$ cat src/rtl/spi_frame_pkg.sv
// Shared types and elaboration helpers for the SPI frame master.
// Holds the FSM state encoding, a width helper and the legal-parameter check.
package spi_frame_pkg;

    typedef enum logic [1:0] {
        IDLE  = 2'd0,
        SHIFT = 2'd1,
        GAP   = 2'd2
    } state_t;

    // Index width that never collapses to zero bits for single-entry ranges.
    function automatic int clog2_min1(input int n);
        return (n <= 2) ? 1 : $clog2(n);
    endfunction

    function automatic bit params_ok(
        input int frame_bits,
        input int clk_div,
        input int channels,
        input int gap_clks
    );
        return (frame_bits >= 2) && (frame_bits <= 1024) &&
               (clk_div >= 2) && ((clk_div % 2) == 0) &&
               (channels >= 1) && (channels <= 8) &&
               (gap_clks >= 1);
    endfunction

endpackage

$ cat src/rtl/spi_sclk_gen.sv
// Bit-slot divider: registered sclk (low first half, high second half of each slot).
// o_rise marks the cycle before sclk rises, o_slot_end the last cycle of a slot; idle while i_run is low.
module spi_sclk_gen #(
    parameter int CLK_DIV = 4
) (
    input  logic clk,
    input  logic rst,
    input  logic i_run,
    output logic o_sclk,
    output logic o_rise,
    output logic o_slot_end
);

    localparam int DIV_W = $clog2(CLK_DIV);
    localparam int HALF  = CLK_DIV / 2;

    logic [DIV_W-1:0] r_div;
    logic [DIV_W-1:0] w_div_next;
    logic             r_sclk;

    always_comb begin
        w_div_next = '0;
        if (i_run && (r_div != DIV_W'(CLK_DIV - 1))) begin
            w_div_next = r_div + 1'b1;
        end
    end

    // sclk is precomputed from the next divider value so it is a clean flop output.
    always_ff @(posedge clk) begin
        if (rst) begin
            r_div  <= '0;
            r_sclk <= 1'b0;
        end else begin
            r_div  <= w_div_next;
            r_sclk <= i_run && (w_div_next >= DIV_W'(HALF));
        end
    end

    assign o_sclk     = r_sclk;
    assign o_rise     = i_run && (r_div == DIV_W'(HALF - 1));
    assign o_slot_end = i_run && (r_div == DIV_W'(CLK_DIV - 1));

endmodule

$ cat src/rtl/spi_frame_master.sv
// Flow-controlled SPI transmit master: one word per handshake, framed by a per-channel active-low select.
// First bit one cycle after accept; s_ready low from accept until the post-frame gap ends.
module spi_frame_master
    import spi_frame_pkg::*;
#(
    parameter int FRAME_BITS = 16,
    parameter int CLK_DIV    = 4,
    parameter int CHANNELS   = 2,
    parameter int GAP_CLKS   = 2,
    parameter bit MSB_FIRST  = 1'b1
) (
    input  logic                                clk,
    input  logic                                rst,
    input  logic                                en,
    input  logic                                s_valid,
    output logic                                s_ready,
    input  logic [FRAME_BITS-1:0]               s_data,
    input  logic [clog2_min1(CHANNELS)-1:0]     s_chan,
    output logic                                sclk,
    output logic                                mosi,
    output logic [CHANNELS-1:0]                 sync_n,
    output logic                                busy,
    output logic                                frame_done,
    output logic                                chan_err
);

    localparam int BIT_W = $clog2(FRAME_BITS) + 1;
    localparam int GAP_W = $clog2(GAP_CLKS) + 1;

    if (!params_ok(FRAME_BITS, CLK_DIV, CHANNELS, GAP_CLKS)) begin : g_param_check
        $error("spi_frame_master: illegal parameter combination");
    end

    state_t                r_state;
    state_t                w_state_next;
    logic [FRAME_BITS-1:0] r_shift;
    logic [FRAME_BITS-1:0] w_shift_next;
    logic [BIT_W-1:0]      r_bit;
    logic [GAP_W-1:0]      r_gap;
    logic                  r_mosi;
    logic [CHANNELS-1:0]   r_sync_n;
    logic [CHANNELS-1:0]   w_cs_dec;
    logic                  r_s_ready;
    logic                  r_busy;
    logic                  r_frame_done;
    logic                  r_chan_err;
    logic                  w_accept;
    logic                  w_chan_bad;
    logic                  w_load;
    logic                  w_last;
    logic                  w_gap_last;
    logic                  w_run;
    logic                  w_sclk;
    logic                  w_rise;
    logic                  w_slot_end;

    assign w_run = (r_state == SHIFT);

    spi_sclk_gen #(
        .CLK_DIV (CLK_DIV)
    ) u_sclk_gen (
        .clk        (clk),
        .rst        (rst),
        .i_run      (w_run),
        .o_sclk     (w_sclk),
        .o_rise     (w_rise),
        .o_slot_end (w_slot_end)
    );

    // Next-state and datapath steering.
    always_comb begin
        w_state_next = r_state;
        w_accept     = (r_state == IDLE) && r_s_ready && s_valid;
        w_chan_bad   = (int'(s_chan) >= CHANNELS);
        w_load       = w_accept && !w_chan_bad;
        // r_bit counts sclk rises, so at the final slot_end it already equals FRAME_BITS.
        w_last       = w_run && w_slot_end && (r_bit == BIT_W'(FRAME_BITS));
        w_gap_last   = (r_state == GAP) && (r_gap == GAP_W'(GAP_CLKS - 1));
        w_shift_next = '0;
        w_cs_dec     = '1;

        if (MSB_FIRST) begin
            w_shift_next = {r_shift[FRAME_BITS-2:0], 1'b0};
        end else begin
            w_shift_next = {1'b0, r_shift[FRAME_BITS-1:1]};
        end

        for (int i = 0; i < CHANNELS; i++) begin
            w_cs_dec[i] = (int'(s_chan) != i);
        end

        case (r_state)
            IDLE:    if (w_load)     w_state_next = SHIFT;
            SHIFT:   if (w_last)     w_state_next = GAP;
            GAP:     if (w_gap_last) w_state_next = IDLE;
            default:                 w_state_next = IDLE;
        endcase
    end

    always_ff @(posedge clk) begin
        if (rst) begin
            r_state <= IDLE;
        end else begin
            r_state <= w_state_next;
        end
    end

    always_ff @(posedge clk) begin
        if (rst) begin
            r_shift      <= '0;
            r_bit        <= '0;
            r_gap        <= '0;
            r_mosi       <= 1'b0;
            r_sync_n     <= '1;
            r_s_ready    <= 1'b0;
            r_busy       <= 1'b0;
            r_frame_done <= 1'b0;
            r_chan_err   <= 1'b0;
        end else begin
            // s_ready follows en with one cycle of delay so the port stays a flop output.
            r_s_ready    <= (w_state_next == IDLE) && en;
            r_busy       <= (w_state_next != IDLE);
            r_frame_done <= w_last;
            r_chan_err   <= w_accept && w_chan_bad;

            if (w_load) begin
                r_shift  <= s_data;
                r_mosi   <= MSB_FIRST ? s_data[FRAME_BITS-1] : s_data[0];
                r_sync_n <= w_cs_dec;
                r_bit    <= '0;
            end else if (w_run) begin
                if (w_rise) begin
                    r_bit <= r_bit + 1'b1;
                end
                if (w_last) begin
                    r_mosi   <= 1'b0;
                    r_sync_n <= '1;
                end else if (w_slot_end) begin
                    r_shift <= w_shift_next;
                    r_mosi  <= MSB_FIRST ? w_shift_next[FRAME_BITS-1] : w_shift_next[0];
                end
            end

            if (w_last) begin
                r_gap <= '0;
            end else if (r_state == GAP) begin
                r_gap <= r_gap + 1'b1;
            end
        end
    end

    assign s_ready    = r_s_ready;
    assign sclk       = w_sclk;
    assign mosi       = r_mosi;
    assign sync_n     = r_sync_n;
    assign busy       = r_busy;
    assign frame_done = r_frame_done;
    assign chan_err   = r_chan_err;

endmodule

$ cat config.mk
export PLATFORM = sky130hd
export DESIGN_NAME = spi_frame_master
export DESIGN_NICKNAME = d
export VERILOG_FILES = /design/src/rtl/spi_frame_pkg.sv /design/src/rtl/spi_sclk_gen.sv /design/src/rtl/spi_frame_master.sv
export SDC_FILE = /design/constraint.sdc
export NUM_CORES = 1
export LEC_CHECK = 0
export ABC_AREA = 1
export BUFFER_PORTS_ARGS = -buffer_cell sky130_fd_sc_hd__buf_2
export CORE_ASPECT_RATIO = 1.2
export CORE_UTILIZATION = 59
export DETAILED_ROUTE_END_ITERATION = 6
export GPL_ROUTABILITY_DRIVEN = 0
export PLACE_DENSITY = 0.83
export SYNTH_ARGS = -nofsm -noshare
export SYNTH_HDL_FRONTEND = slang
export SYNTH_SLANG_ARGS = --single-unit
export TNS_END_PERCENT = 5
$ cat constraint.sdc
create_clock -name clk -period 3.9 [get_ports clk]
set_input_delay 0.195 -clock clk [delete_from_list [all_inputs] [get_ports clk]]
set_output_delay 0.195 -clock clk [all_outputs]
set_load 0.01 [all_outputs]
==> impl_metrics.py <==
metrics = {
    "status": {
        "status": "finished, final reports clean",
    },
    "routing": {
        "dr.pass1.iters": 4,
        "routedWlPerCell_um": 10.5,
        "ant_nets": 0,
        "vias": 1537,
        "drt-total-wl_mm": 3.29,
        "remaining_drc_errors": 0,
        "viasPerCell": 4.89,
        "drt-initial-drc-count": 72,
    },
    "clock_network": {
        "ctsHtreeMaxLevel": 2,
        "tritoncts": "built",
        "insertion_delay_ps": 330,
        "cts_root_buf": "clkbuf_4",
        "clk_pin_slew_worst_paths_ps": 100,
        "cts_buffers": 5,
        "clkSinkCount": 33,
        "cts_buffer_depth": 2,
        "cts_resized": 0,
        "postCtsHoldBufs": 0,
        "cts_setup_buffers": 0,
    },
    "yosys": {
        "synth_largest_area_cell": "dfxtp_1",
        "synth_area_leaders": "dfxtp_1 (39%), nand2_1 (17%), nand3_1 (10%), nor2_1 (8.7%), inv_1 (6.5%)",
        "yosysTopAreaCellShare_pct": 39.4,
        "synth_top_family_by_area": "simple AND/OR/NAND/NOR gates",
        "syn_avg_cell_area_sq_um": 6.52,
        "netlist_area_sq_um": 1680,
        "ys_seq_elements": 33,
        "synth_cells": 257,
        "synth_seq_area_share_pct": 39.4,
        "yosys_warnings": 0,
        "synth-xor-area-share_pct": 0.522,
        "synth_compound_area_share_pct": 3.88,
        "postSynthNetCount": 283,
        "synth_simple_gate_area_share_pct": 41.5,
        "synthMuxAreaShare_pct": 0,
        "yosysUniqueCellTypes": 24,
        "yosys.area_share.adder_pct": 3.73,
    },
    "floorplan": {
        "die_h_um": 60.4,
        "start_util_pct": 64.4,
        "rows": 20,
        "fp.dieW_um": 50.7,
        "dieArea_sq_um": 3060,
        "ios": 29,
        "placeableCoreArea_sq_um": 2600,
    },
    "grt": {
        "grt_max_degree": 37,
        "grt_pass1_vias": 1309,
        "antenna_found_initial": 0,
        "grt_pass1_wl_mm": 5.49,
        "track_usage_pct": 24.6,
        "grt.overflow.total": 0,
    },
    "timing": {
        "hold_viol": 0,
        "clock_skew_ps": 1.87,
        "tightest_slew_ps": 647,
        "fin_crit_ps": 1650,
        "rsz0062_at_grt": "false",
        "setup_tns_ps": 0,
        "drv_slew": 0,
        "max_freq_mhz": 604,
        "setup_viol": 0,
        "period_share_pct": 42.4,
        "slew_headroom_pct": 56.8,
    },
    "final_layout": {
        "layout-drive-gt1-share_pct": 15.7,
        "nets": 307,
        "post-route-util_pct": 71.0,
        "nFillCells": 249,
        "diodes": 0,
        "area_delta_synth_final_pct": 10.2,
    },
    "worst_hold_path": {
        "hold_class": "primary input to flip-flop",
    },
    "worst_setup_path": {
        "end_kind": "flip-flop",
        "worstSetupStartpointType": "flip-flop",
        "critPathMaxFanout": 36,
        "worstPathArrival_ps": 1860,
        "critPathRequiredTime_ps": 4110,
        "worst-setup-path-type": "flip-flop to flip-flop",
    },
    "placement": {
        "hpwl_mm": 2.21,
        "io_buffers": 27,
    },
    "power_and_ir_drop": {
        "peakVddDrop_mv": 0.276,
        "leakage_nw": 0.994,
        "powerDensity_nw_per_um2": 337,
    },
    "run": {
        "maxCapViolCount": 0,
    },
}
[where the power goes]
group / internal [mW] / total (mW) / switching (mW)
combinational: 0.0284 / 0.0721 / 0.0437
clock: 0.0851 / 0.195 / 0.110
sequential: 0.349 / 0.356 / 0.00701
total: 0.463 / 0.624 / 0.161
[routing by layer]
metal / share of wire (%) / vias to the layer above / track usage, %
met5: 0 / - / 0
met4: 0.76 / 0 / 9.52
met3: 5.0 / 2 / 9.02
met2: 45 / 37 / 39.0
met1: 49 / 662 / 30.6
li1: - / 836 / -
[cells in the mapped netlist]
| master | instances |
|---|---|
| buf_4 | 3 |
| ha_1 | 5 |
| nand3b_1 | 1 |
| and3_1 | 1 |
| inv_1 | 29 |
| nor3_1 | 1 |
| buf_6 | 1 |
| nor2_1 | 39 |
| a21oi_1 | 8 |
| nor2_2 | 2 |
| nand4_1 | 1 |
| nand2_4 | 2 |
| dfxtp_1 | 33 |
| clkbuf_1 | 3 |
| o21ai_0 | 4 |
| nand2_1 | 77 |
| nand3_1 | 34 |
| conb_1 | 1 |
| nor2_4 | 1 |
| inv_2 | 3 |
| nand2_2 | 3 |
| xor2_1 | 1 |
| o21ai_1 | 1 |
| buf_2 | 3 |
[through the flow]
stage | setup WS, ps | area [sq um] | hold WS (ps) | power [mW] | std cells
2_1_floorplan | 2620 | 1680 | 264 | 0.416 | 257
3_3_place_gp | 2280 | 1790 | 439 | 0.435 | 307
3_5_place_dp | 2250 | 1790 | 441 | 0.436 | 307
4_1_cts | 2250 | 1850 | 100 | 0.628 | 314
5_1_grt | 2080 | 1850 | 89.9 | 0.659 | 314
6_report | 2250 | 1850 | 110 | 0.624 | 314
[worst max-delay path: stages, from the launching register on]
cell and delay (ps):
dfxtp_1 390, nor2_4 370, nand2_4 290, nand2_1 250, o21ai_1 120, nand2_1 80
nand2_1 40
[layout make-up]
| cell class | count | area, sq um | area share (%) |
|---|---|---|---|
| tap | 33 | 41.3 | 2.23 |
| timing repair buffer | 27 | 135 | 7.31 |
| clock buffer | 7 | 55.1 | 2.98 |
| inverter | 32 | 120 | 6.50 |
| sequential | 33 | 661 | 35.7 |
| multi-input combinational | 182 | 836 | 45.2 |
[cells in the final DEF, fill, tap and decap left out]
master and instances:
nand2_1 77, nor2_1 39, nand3_1 34, dfxtp_1 33, inv_1 29, buf_2 27, a21oi_1 8, ha_1 5
clkbuf_4 5, o21ai_0 4, inv_2 3, nand2_2 3, nand2_4 2, nor2_2 2, nor2_4 1, o21ai_1 1
nand3b_1 1, nand4_1 1, and3_1 1, xor2_1 1, nor3_1 1, conb_1 1, clkbuf_1 1, clkbuf_8 1
[final timing paths]
check	start	to	slack [ps]	cells past startpoint
max	r_state[1]	sync_n[1]	2250	6
min	rst	r_shift[0]	110	2
max reg2reg	r_state[1]	sync_n[1]	2250	6
min reg2reg	u_sclk_gen.r_div[0]	u_sclk_gen.r_div[0]	460	1
[cells by family (layout without fill, tap and decap cells)]
logic type / after synthesis / in the layout
XOR/XNOR: 1 / 1
AO/OA/AOI/OAI: 13 / 13
other: 1 / 1
flip-flops: 33 / 33
buffers and inverters: 42 / 66
AND/OR/NAND/NOR: 162 / 162
adder cells (fa/ha/maj): 5 / 5
[registers in the layout, indices dropped and copies added (netlist names), 2 cells and up]
name              flops
r_shift              15
r_bit                 5
r_gap                 2
r_state               2
sync_n                2
u_sclk_gen.r_div      2
Power figures use the tool's default switching activity.
